===== src/rtl/core_ex_issue_stage.sv =====
// Execute issue stage: two-entry skid buffer between decode and the shift unit,
// with MEM/WB operand bypass applied at the output and captured into held entries.
package core_pkg;
  localparam int DATA_WIDTH = 32;
endpackage

package shift_control_pkg;
  localparam int SHIFT_WIDTH_CODE = 2;
  localparam logic [SHIFT_WIDTH_CODE-1:0] SHIFT_NONE = 2'd0;
  localparam logic [SHIFT_WIDTH_CODE-1:0] SHIFT_SLL  = 2'd1;
  localparam logic [SHIFT_WIDTH_CODE-1:0] SHIFT_SRL  = 2'd2;
  localparam logic [SHIFT_WIDTH_CODE-1:0] SHIFT_SRA  = 2'd3;
endpackage

module core_ex_issue_stage #(
  parameter int DATA_WIDTH       = core_pkg::DATA_WIDTH,
  parameter int SHIFT_WIDTH_CODE = shift_control_pkg::SHIFT_WIDTH_CODE,
  parameter int REG_ADDR_WIDTH   = 5
) (
  input  logic                        clk,
  input  logic                        rst,
  input  logic                        id_valid,
  output logic                        id_ready,
  input  logic [SHIFT_WIDTH_CODE-1:0] id_shift_control,
  input  logic [REG_ADDR_WIDTH-1:0]   id_rs1,
  input  logic [REG_ADDR_WIDTH-1:0]   id_rs2,
  input  logic [DATA_WIDTH-1:0]       id_op_a,
  input  logic [DATA_WIDTH-1:0]       id_op_b,
  input  logic [REG_ADDR_WIDTH-1:0]   id_rd,
  input  logic                        mem_fwd_en,
  input  logic [REG_ADDR_WIDTH-1:0]   mem_fwd_rd,
  input  logic [DATA_WIDTH-1:0]       mem_fwd_data,
  input  logic                        wb_fwd_en,
  input  logic [REG_ADDR_WIDTH-1:0]   wb_fwd_rd,
  input  logic [DATA_WIDTH-1:0]       wb_fwd_data,
  input  logic                        flush,
  output logic                        ex_valid,
  input  logic                        ex_ready,
  output logic [SHIFT_WIDTH_CODE-1:0] ex_shift_control,
  output logic [DATA_WIDTH-1:0]       ex_in_a,
  output logic [DATA_WIDTH-1:0]       ex_in_b,
  output logic [REG_ADDR_WIDTH-1:0]   ex_rd
);

  typedef struct packed {
    logic [SHIFT_WIDTH_CODE-1:0] shift;
    logic [REG_ADDR_WIDTH-1:0]   rs1;
    logic [REG_ADDR_WIDTH-1:0]   rs2;
    logic [DATA_WIDTH-1:0]       op_a;
    logic [DATA_WIDTH-1:0]       op_b;
    logic [REG_ADDR_WIDTH-1:0]   rd;
  } entry_t;

  localparam entry_t ENTRY_RESET = '{
    shift: SHIFT_WIDTH_CODE'(shift_control_pkg::SHIFT_NONE),
    rs1: '0, rs2: '0, op_a: '0, op_b: '0, rd: '0
  };

  entry_t main_q, main_d, skid_q, skid_d, in_e, main_fw, skid_fw;
  logic   main_valid_q, main_valid_d, skid_valid_q, skid_valid_d;
  logic   xfer_in, xfer_out;

  // Register zero is hardwired, so it never takes bypass data.
  function automatic logic [DATA_WIDTH-1:0] fwd(
    input logic [REG_ADDR_WIDTH-1:0] rs,
    input logic [DATA_WIDTH-1:0]     stored,
    input logic                      m_en,
    input logic [REG_ADDR_WIDTH-1:0] m_rd,
    input logic [DATA_WIDTH-1:0]     m_data,
    input logic                      w_en,
    input logic [REG_ADDR_WIDTH-1:0] w_rd,
    input logic [DATA_WIDTH-1:0]     w_data
  );
    if (rs == '0)                  return stored;
    else if (m_en && m_rd == rs)   return m_data;
    else if (w_en && w_rd == rs)   return w_data;
    else                           return stored;
  endfunction

  always_comb begin
    main_fw      = main_q;
    main_fw.op_a = fwd(main_q.rs1, main_q.op_a, mem_fwd_en, mem_fwd_rd, mem_fwd_data,
                       wb_fwd_en, wb_fwd_rd, wb_fwd_data);
    main_fw.op_b = fwd(main_q.rs2, main_q.op_b, mem_fwd_en, mem_fwd_rd, mem_fwd_data,
                       wb_fwd_en, wb_fwd_rd, wb_fwd_data);
    skid_fw      = skid_q;
    skid_fw.op_a = fwd(skid_q.rs1, skid_q.op_a, mem_fwd_en, mem_fwd_rd, mem_fwd_data,
                       wb_fwd_en, wb_fwd_rd, wb_fwd_data);
    skid_fw.op_b = fwd(skid_q.rs2, skid_q.op_b, mem_fwd_en, mem_fwd_rd, mem_fwd_data,
                       wb_fwd_en, wb_fwd_rd, wb_fwd_data);
  end

  assign in_e = '{shift: id_shift_control, rs1: id_rs1, rs2: id_rs2,
                  op_a: id_op_a, op_b: id_op_b, rd: id_rd};

  // id_ready depends only on registered skid state, never on ex_ready.
  assign id_ready = ~skid_valid_q;
  assign xfer_in  = id_valid & id_ready;
  assign xfer_out = main_valid_q & ex_ready;

  always_comb begin
    // Held entries absorb bypass data every cycle so it survives MEM/WB retiring.
    main_d       = main_fw;
    skid_d       = skid_fw;
    main_valid_d = main_valid_q;
    skid_valid_d = skid_valid_q;
    if (flush) begin
      main_valid_d = 1'b0;
      skid_valid_d = 1'b0;
    end else if (xfer_out) begin
      if (skid_valid_q) begin
        main_d       = skid_fw;
        skid_valid_d = 1'b0;
      end else if (xfer_in) begin
        main_d = in_e;
      end else begin
        main_valid_d = 1'b0;
      end
    end else if (main_valid_q) begin
      if (xfer_in) begin
        skid_d       = in_e;
        skid_valid_d = 1'b1;
      end
    end else if (xfer_in) begin
      main_d       = in_e;
      main_valid_d = 1'b1;
    end
  end

  always_ff @(posedge clk or posedge rst) begin
    if (rst) begin
      main_q       <= ENTRY_RESET;
      skid_q       <= ENTRY_RESET;
      main_valid_q <= 1'b0;
      skid_valid_q <= 1'b0;
    end else begin
      main_q       <= main_d;
      skid_q       <= skid_d;
      main_valid_q <= main_valid_d;
      skid_valid_q <= skid_valid_d;
    end
  end

  assign ex_valid         = main_valid_q;
  assign ex_shift_control = main_q.shift;
  assign ex_in_a          = main_fw.op_a;
  assign ex_in_b          = main_fw.op_b;
  assign ex_rd            = main_q.rd;

endmodule


===== config.mk =====
export PLATFORM = sky130hd
export DESIGN_NAME = core_ex_issue_stage
export DESIGN_NICKNAME = d
export VERILOG_FILES = /design/src/rtl/core_ex_issue_stage.sv
export SDC_FILE = /design/constraint.sdc
export NUM_CORES = 1
export LEC_CHECK = 0
export ABC_CLOCK_PERIOD_IN_PS = 10100
export CAP_MARGIN = 20
export CORE_ASPECT_RATIO = 0.8
export CORE_MARGIN = 8
export CORE_UTILIZATION = 58
export CTS_BUF_LIST = sky130_fd_sc_hd__clkbuf_8
export DETAILED_ROUTE_END_ITERATION = 16
export PLACE_DENSITY_LB_ADDON = 0.2
export SETUP_SLACK_MARGIN = 0.05
export SYNTH_ARGS = -nofsm -noshare
export SYNTH_HDL_FRONTEND = slang
export SYNTH_SLANG_ARGS = --single-unit
export TNS_END_PERCENT = 5

===== constraint.sdc =====
create_clock -name clk -period 10.1 [get_ports clk]
set_input_delay 2.02 -clock clk [delete_from_list [all_inputs] [get_ports clk]]
set_output_delay 2.02 -clock clk [all_outputs]
set_load 0.02 [all_outputs]

# == After elaboration in Yosys (flattened, before gate mapping) ==
# Index checks and enable logic that the tools add are counted.
# word_totals
ff_bits,164
out_inout_bits,73
in_bits,162
word_cells,79
# op_classes
n_bitwise,5
muxes,31
eq_ne,11
reduce_logical,18
# ops
cell,n
$mux W32,12
$mux W69,5
$mux W81,4
$eq A5 B5 Y1,8
$logic_not A5 Y1,4
$mux W1,10
$logic_and A1 B1 Y1,8
$ne A3 B3 Y1 const B,2
$reduce_and A2 Y1,3
$reduce_bool A3 Y1,2
$reduce_and A4 Y1,1
$not A1 Y1,3
$and A1 B1 Y1,2
$ne A2 B1 Y1 const B,1

# == Depth between registers and ports, before layout ==
# Gate-level depths: netlist of run 1.
# logic_depth
word_depth,9
mapped_depth,10
depth_no_buf,6

# == Worst setup path after synthesis of run 1 ==
# OpenSTA, ideal clock, no wires.
# synth_path
path_type,input-to-output
from,in mem_fwd_rd[3]
to,out ex_in_b[10]
path_buffers,3
slack_ps,4532
required_ps,8080
stages,9
arrival_time_ps,3548
cell_sequence,xor2_1 -> nor4_2 -> nand3_2 -> nand2b_1 -> buf_2 -> clkbuf_1 -> o22ai_1 -> a21oi_1 -> buf_4
# synth_lines
item,line,rtl
"start, declared",31,"input logic [REG_ADDR_WIDTH-1:0] mem_fwd_rd,"
"end, declared",41,"output logic [DATA_WIDTH-1:0] ex_in_b,"

# == Final worst setup path of run 1 ==
# layout_path
from,in mem_fwd_rd[3]
to,out ex_in_b[27]
# layout_via
elab_chain_cells,4
# layout_rtl
item,line,rtl
$eq A5 B5 Y1,75,else if (m_en && m_rd == rs) return m_data;
$logic_and A1 B1 Y1,75,
$mux W32,75,
$mux W32,74,if (rs == '0) return stored;
# No other way between the ends.

==> impl_metrics.csv, run 1 <==
group,metric,value,unit
outcome,result_of_the_run,"finished, final reports clean",
detailed_routing,post_drt_wl_per_cell,25.1,um
power,comb_power_share,39.5,%
detailed_routing,wirelength,43200,um
power,cellPowerDensity,191,nW/um^2
detailed_routing,drtPass1Iterations,6,
detailed_routing,number_of_violations_reported_at_the_end_of_detailed_routing_iteration_0,2041,
timing,setup-tns-final,0,ps
synth,syn_inst,1373,
timing,hold_fails_final_rpt,0,
floorplan,floorplan.rows,45,
timing,final_max_slew_viol_count,0,
cts,number_of_cells_upsized_or_downsized_after_cts,0,
global_routing,all_layer_global_routing_usage,35.3,%
power,intPower,0.00158,W
synth,synth-edff-count,0,
critical_path,critical_path.slowest_cell,"sky130_fd_sc_hd__nand2b_2",
layout,syn2layout_area_growth,20.4,%
timing,fmax,122,MHz
floorplan,top_level_ports,235,
cts,clk_latency,480,ps
global_routing,grt_first_pass_wirelength,67500,um
synth,synth.ff_latch_count,164,
detailed_routing,via_count,12100,
worst_hold_path,min-delay-path-class,"flop to flop",
critical_path,critical_path.max_stage_delay,1180,ps
cts,cts_htree_levels,4,
power,sequentialPowerShare,40.3,%
critical_path,critical_path_required,8080,ps
critical_path,critPathMaxFanout,35,
critical_path,start_kind,"input pin",
synth,yosysWarningCount,0,
cts,cts.hold.buffers_added,0,
worst_hold_path,hold_end,"skid_fw[80]$_DFFE_PP0P_",
critical_path,timing.critical_path.max_delay_family,"simple AND/OR/NAND/NOR gates",
cts,path_clk_slew,90,ps
synth,syn-cell-area,11200,um^2
synth,synth.lib_cells_used.distinct,44,
worst_hold_path,hold_path_startpoint,"skid_fw[80]$_DFFE_PP0P_",
timing,maxSlewHeadroom,25.1,%
power,ir_drop,0.118,mV
layout,finalNetCount,1610,
cts,cts_root_buf,"sky130_fd_sc_hd__clkbuf_8",
placement,area_after_detailed_placement,13000,um^2
synth,async_flop_share,100,%
critical_path,r2r_path_start,"skid_fw[72]$_DFFE_PP0P_",
synth,synth-seq-area-share,36.7,%
critical_path,sort_of_element_at_the_end_of_the_critical_path,"output pin",
layout,stdcell_area,13500,um^2
timing,rsz0062_at_grt,"false",
power,net-switching-power,0.000988,W
power,power_leakage,5.21,nW
global_routing,grt_antenna_before_repair,3,
synth,synthesized_area_per_cell,8.15,um^2
floorplan,die-width,171,um
power,switching_portion_of_total_power,38.5,%
critical_path,timing.critical_path.mode_cell,"sky130_fd_sc_hd__clkdlybuf4s50_1",
cts,cts_setup_buffers,0,
detailed_routing,drt-vias-per-instance,7.05,
floorplan,die_height,140,um
timing,worst_slew_pin_slew,1120,ps
critical_path,arrival,6170,ps
synth,synth_nets,1535,
critical_path,timing.critical_path.cells,"clkdlybuf4s50_1 > xor2_1 > nor4_2 > nand3_2 > nand2b_2 > o22ai_1 > a21oi_1 > clkdlybuf4s50_1",
critical_path,rr_worst_depth,7,
job,max-cap-violations,0,
power,p_clk_share,20.2,%
floorplan,start_util,59.0,%
detailed_routing,drc,0,
cts,tritoncts_clock_tree,"built",
critical_path,timing.critical_path.buf_inv,2,
cts,clock_sinks,164,
cts,cts_buffers,17,
layout,drive_above_1_share,7.19,%
timing,post-route-period-util,81.0,%
global_routing,grt-ovfl-total,0,
synth,synth_flop_cell,"sky130_fd_sc_hd__dfrtp_1",
timing,finalWorstPathRequiredPeriod,8190,ps
global_routing,grt_pass1_vias,12000,
floorplan,die_area,24000,um^2
critical_path,timing.reg2reg.setup_slack,5920,ps
global_routing,grt_max_degree,103,
detailed_routing,ant_nets,0,
placement,buffer_ports.inserted,234,
floorplan,core-area,19000,um^2
timing,setup_viol_count_final,0,
timing,fin_skew,18.2,ps
critical_path,worstReg2RegEnd,"main_q[6]$_DFF_PP0_",
placement,post-dp-hpwl,25900,um
placement,routability_driven_placement_congestion_ratio,0.889,
worst_hold_path,min_path_cells,2,
cts,clk_path_buf_depth,2,
critical_path,type_of_the_setup_path_with_the_least_slack,"input pin to output pin",
tightest hold or removal path: cells and delay by family (launching register included):
family / cells / cell delay (ps)
simple gates: 2 / 100
flops: 1 / 350
power groups by stage:
stage / Combinational, W / Sequential (W) / Clock [W]
4_1_cts: 0.00100 / 0.00103 / 0.000517
3_3_place_gp: 0.000980 / 0.00103 / 0
6_report: 0.00101 / 0.00104 / 0.000518
5_1_grt: 0.00108 / 0.00106 / 0.000538
2_1_floorplan: 0.000714 / 0.000995 / 0
3_5_place_dp: 0.000999 / 0.00104 / 0
Yosys cell counts, types with 14 or more instances:
cell | instances | area (um^2)
sky130_fd_sc_hd__nand2_1 | 170 | 638
sky130_fd_sc_hd__dfrtp_1 | 164 | 4100
sky130_fd_sc_hd__nor2_1 | 107 | 402
sky130_fd_sc_hd__clkbuf_1 | 87 | 327
sky130_fd_sc_hd__o21ai_0 | 82 | 410
sky130_fd_sc_hd__a22oi_1 | 80 | 601
sky130_fd_sc_hd__buf_4 | 77 | 578
sky130_fd_sc_hd__nand3_1 | 69 | 345
sky130_fd_sc_hd__nor3_1 | 67 | 335
sky130_fd_sc_hd__o22ai_1 | 64 | 400
sky130_fd_sc_hd__inv_1 | 36 | 135
sky130_fd_sc_hd__nand4_1 | 35 | 219
sky130_fd_sc_hd__a21oi_1 | 34 | 170
sky130_fd_sc_hd__a211oi_1 | 33 | 248
sky130_fd_sc_hd__a221o_1 | 32 | 320
sky130_fd_sc_hd__a31oi_1 | 32 | 200
sky130_fd_sc_hd__nor4bb_1 | 32 | 320
sky130_fd_sc_hd__o221ai_1 | 32 | 280
sky130_fd_sc_hd__xor2_1 | 26 | 228
sky130_fd_sc_hd__buf_2 | 25 | 125
sky130_fd_sc_hd__o221a_2 | 24 | 270
sky130_fd_sc_hd__xnor2_1 | 14 | 123
stage by stage:
step / setup slack (ps) / hold slack, ps / instances / utilization (%) / power (W)
after global routing: 1710 / 527 / 1721 / 71.0 / 0.00268
after global placement: 2080 / 459 / 1686 / 68.7 / 0.00201
after floorplan: 3650 / 446 / 1373 / - / 0.00171
after detailed placement: 2010 / 463 / 1686 / 68.7 / 0.00204
final: 1910 / 484 / 1721 / 71.0 / 0.00257
after CTS: 2010 / 486 / 1718 / 70.9 / 0.00255
layout make-up:
cell class / instances / area (um^2)
fillers: 1568 / 5500
repair buffers: 256 / 2520
clock inverters: 14 / 161
multi-input cells: 973 / 5980
clock buffers: 18 / 248
flip-flops and latches: 164 / 4100
inverters: 36 / 140
diodes: 2 / 5.00
well taps: 258 / 323
worst max-delay path by stage:
stage                              from  slack (ps)  depth (start not counted)                    to
after floorplan                     rst        3650                          1  ex_rd[0]$_DFFE_PP0P_
after global placement    mem_fwd_rd[3]        2080                          8           ex_in_b[28]
after detailed placement  mem_fwd_rd[3]        2010                          8           ex_in_b[31]
after CTS                 mem_fwd_rd[3]        2010                          8           ex_in_b[31]
after global routing      mem_fwd_rd[0]        1710                          8           ex_in_b[22]
final                     mem_fwd_rd[3]        1910                          8           ex_in_b[27]
metal layers:
metal | vias to the layer above | part of all wire (%) | wire length, um | global-route usage (%)
met2 | 1025 | 44 | 19200 | 53.2
met5 | - | 0.030 | 13 | 0
met3 | 141 | 14 | 5900 | 10.6
met4 | 2 | 3.6 | 1560 | 16.0
met1 | 5750 | 38 | 16500 | 46.0
li1 | 5219 | - | - | -
cell families (layout without fill, tap and decap cells):
kind of cell	count (synthesis)	after routing	synth area share (%)
muxes	1	1	0.101
buffers and inverters	236	324	11.0
xor gates and xnor gates	40	40	3.13
other	0	2	0
and+or+nand+nor	502	502	21.6
DFF	164	164	36.7
AOI/OAI and AO/OA	430	430	27.5
sequential cells by signal, indices dropped and copies added (netlist names):
register / cells
main_q: 64
skid_q: 64
skid_fw: 17
main_fw: 10
ex_rd: 5
ex_shift_control: 2
ex_valid: 1
skid_valid_q: 1
cell usage in the layout (no fill, tap or decap), types with 2 or more instances in the layout:
cell type,count
sky130_fd_sc_hd__clkdlybuf4s50_1,234
sky130_fd_sc_hd__nand2_1,170
sky130_fd_sc_hd__dfrtp_1,164
sky130_fd_sc_hd__nor2_1,100
sky130_fd_sc_hd__o21ai_0,82
sky130_fd_sc_hd__a22oi_1,80
sky130_fd_sc_hd__nand3_1,67
sky130_fd_sc_hd__nor3_1,65
sky130_fd_sc_hd__o22ai_1,64
sky130_fd_sc_hd__nand4_1,35
sky130_fd_sc_hd__inv_1,35
sky130_fd_sc_hd__a21oi_1,34
sky130_fd_sc_hd__a211oi_1,33
sky130_fd_sc_hd__nor4bb_1,32
sky130_fd_sc_hd__a31oi_1,32
sky130_fd_sc_hd__o221ai_1,32
sky130_fd_sc_hd__a221o_1,32
sky130_fd_sc_hd__xor2_1,26
sky130_fd_sc_hd__o221a_2,24
sky130_fd_sc_hd__buf_4,21
sky130_fd_sc_hd__clkbuf_8,18
sky130_fd_sc_hd__xnor2_1,14
sky130_fd_sc_hd__inv_6,10
sky130_fd_sc_hd__o221a_1,8
sky130_fd_sc_hd__nor2_4,7
sky130_fd_sc_hd__nor4_1,5
sky130_fd_sc_hd__nand3_2,4
sky130_fd_sc_hd__and3_1,3
sky130_fd_sc_hd__or4_1,3
sky130_fd_sc_hd__diode_2,2
sky130_fd_sc_hd__o22ai_4,2
sky130_fd_sc_hd__nor3_2,2
sky130_fd_sc_hd__nand2b_2,2
sky130_fd_sc_hd__bufinv_16,2
sky130_fd_sc_hd__clkinv_4,2
Power figures use the tool's default switching activity.
==> inputs of run 2 (changes only) <==
ABC_CLOCK_PERIOD_IN_PS = 8150   (was 10100)
CORE_UTILIZATION = 54   (was 58)
clock period = 8.15 ns   (was 10.1 ns; I/O delays follow)
==> impl_metrics.csv, run 2 (same netlist as run 1, synthesis figures left out) <==
group,metric,value,unit
cts,number_of_cells_upsized_or_downsized_after_cts,0,
cts,clk_latency,480,ps
cts,tritoncts_clock_tree,"built",
layout,finalNetCount,1614,
floorplan,floorplan.rows,47,
floorplan,start_util,54.5,%
job,max-cap-violations,0,
power,net-switching-power,0.00124,W
layout,n_fill_cell,1774,
layout,commonest_cells_after_routing_fill_and_taps_aside,"sky130_fd_sc_hd__clkdlybuf4s50_1, sky130_fd_sc_hd__nand2_1, sky130_fd_sc_hd__dfrtp_1, sky130_fd_sc_hd__nor2_1, sky130_fd_sc_hd__o21ai_0",
floorplan,top_level_ports,235,
outcome,result_of_the_run,"finished, final reports clean",
timing,post_route_setup_slack,1590,ps
cts,cts.hold.buffers_added,0,
timing,rsz0062_at_grt,"false",
floorplan,core-area,20500,um^2
timing,fmax,152,MHz
worst_hold_path,min_path_cells,2,
cts,cts_root_buf,"sky130_fd_sc_hd__clkbuf_8",
critical_path,start_kind,"input pin",
critical_path,type_of_the_setup_path_with_the_least_slack,"input pin to output pin",
detailed_routing,post_drt_wl_per_cell,25.3,um
detailed_routing,via_count,12100,
timing,final_max_slew_viol_count,0,
cts,cts_buffers,17,
power,comb_power_share,39.6,%
floorplan,die_height,145,um
layout,final_cells,1735,
worst_hold_path,hold_end,"ex_rd[1]$_DFFE_PP0P_",
power,switching_portion_of_total_power,38.8,%
timing,finalWorstPathRequiredPeriod,6560,ps
placement,placement.setup.worst_slack,1720,ps
power,cellPowerDensity,236,nW/um^2
detailed_routing,ant_nets,0,
layout,drive_above_1_share,7.51,%
detailed_routing,number_of_violations_reported_at_the_end_of_detailed_routing_iteration_0,1732,
timing,setup-tns-final,0,ps
global_routing,grt_pass1_vias,11700,
power,intPower,0.00195,W
cts,path_clk_slew,100,ps
detailed_routing,drc,0,
detailed_routing,drt-vias-per-instance,6.95,
critical_path,critPathMaxFanout,64,
timing,maxSlewHeadroom,28.5,%
layout,syn2layout_area_growth,20.8,%
detailed_routing,wirelength,43800,um
critical_path,arrival,4930,ps
timing,worst_slew_pin_slew,1070,ps
global_routing,grt_antenna_before_repair,2,
global_routing,grt-ovfl-total,0,
placement,post-dp-hpwl,26400,um
power,ir_drop,0.142,mV
critical_path,worstReg2RegEnd,"skid_q[39]$_DFF_PP0_",
critical_path,rr_worst_depth,8,
power,sequentialPowerShare,40.4,%
worst_hold_path,min-delay-path-class,"flop to flop",
placement,placed_cells_incl_taps,1701,
layout,mostFrequentLayoutCell,"sky130_fd_sc_hd__clkdlybuf4s50_1",
power,p_clk_share,20.0,%
worst_hold_path,hold_path_startpoint,"ex_rd[1]$_DFFE_PP0P_",
cts,cts_htree_levels,4,
critical_path,critical_path_required,6520,ps
floorplan,die_area,25600,um^2
cts,cts_setup_buffers,0,
cts,clock_sinks,164,
critical_path,sort_of_element_at_the_end_of_the_critical_path,"output pin",
detailed_routing,drtPass1Iterations,5,
power,power_leakage,5.22,nW
timing,setup_viol_count_final,0,
timing,hold_fails_final_rpt,0,
global_routing,all_layer_global_routing_usage,33.2,%
floorplan,die-width,177,um
critical_path,timing.reg2reg.setup_slack,4620,ps
timing,post-route-period-util,80.5,%
global_routing,grt_first_pass_wirelength,67000,um
critical_path,r2r_path_start,"skid_fw[74]$_DFFE_PP0P_",
placement,routability_driven_placement_congestion_ratio,0.907,
power,totalPowerFinal,0.00319,W
cts,clk_path_buf_depth,2,
global_routing,grt_max_degree,112,
timing,fin_skew,13.0,ps
placement,buffer_ports.inserted,234,
-- run 2: per-stage QoR --
stage	util, %	cell area [um^2]	hold WS, ps
floorplan	-	11200	446
global placement	63.8	13100	458
detailed placement	63.8	13100	463
CTS	65.7	13500	486
global route	65.9	13500	508
finish	65.9	13500	488
-- run 2: layout make-up --
type                            instances  area (um^2)  area share [%]
Clock inverter                         15          170            1.26
Timing Repair Buffer                  260         2560            18.9
Clock buffer                           17          234            1.73
Inverter                               36          140            1.04
Multi-Input combinational cell        973         5980            44.2
Sequential cell                       164         4100            30.3
Tap cell                              269          337            2.49
Antenna cell                            1         2.50          0.0185
-- run 2: worst max path at each step --
stage                       start              endpoint  slack, ps  cells past startpoint
floorplan                     rst  ex_rd[0]$_DFFE_PP0P_       2090                      1
global placement     wb_fwd_rd[4]           ex_in_a[27]       1720                      9
detailed placement   wb_fwd_rd[4]           ex_in_a[16]       1720                      9
CTS                  wb_fwd_rd[4]           ex_in_a[27]       1720                      9
global route        mem_fwd_rd[0]           ex_in_a[26]       1450                      9
finish              mem_fwd_rd[1]           ex_in_a[16]       1590                      9
-- run 2: worst max-delay path, stage by stage --
cell,delay (ps)
sky130_fd_sc_hd__clkdlybuf4s50_1,620
sky130_fd_sc_hd__xor2_1,280
sky130_fd_sc_hd__nor3_4,70
sky130_fd_sc_hd__buf_4,310
sky130_fd_sc_hd__nor2b_4,150
sky130_fd_sc_hd__buf_4,640
sky130_fd_sc_hd__a22oi_1,150
sky130_fd_sc_hd__o21ai_0,370
sky130_fd_sc_hd__clkdlybuf4s50_1,690
-- run 2: power groups by stage --
stage	logic, W	registers (W)	clock network [W]
after floorplan	0.000885	0.00123	0
after global placement	0.00122	0.00128	0
after detailed placement	0.00124	0.00129	0
after CTS	0.00125	0.00128	0.000632
after global routing	0.00135	0.00131	0.000669
final	0.00126	0.00129	0.000637
-- run 2: layer usage --
metal / vias up / GRT usage [%] / share of wire [%]
li1: 5230 / - / -
met1: 5741 / 43.7 / 40
met2: 942 / 50.3 / 44
met4: 2 / 14.4 / 3.6
met3: 139 / 9.18 / 12
met5: - / 0 / 0.030
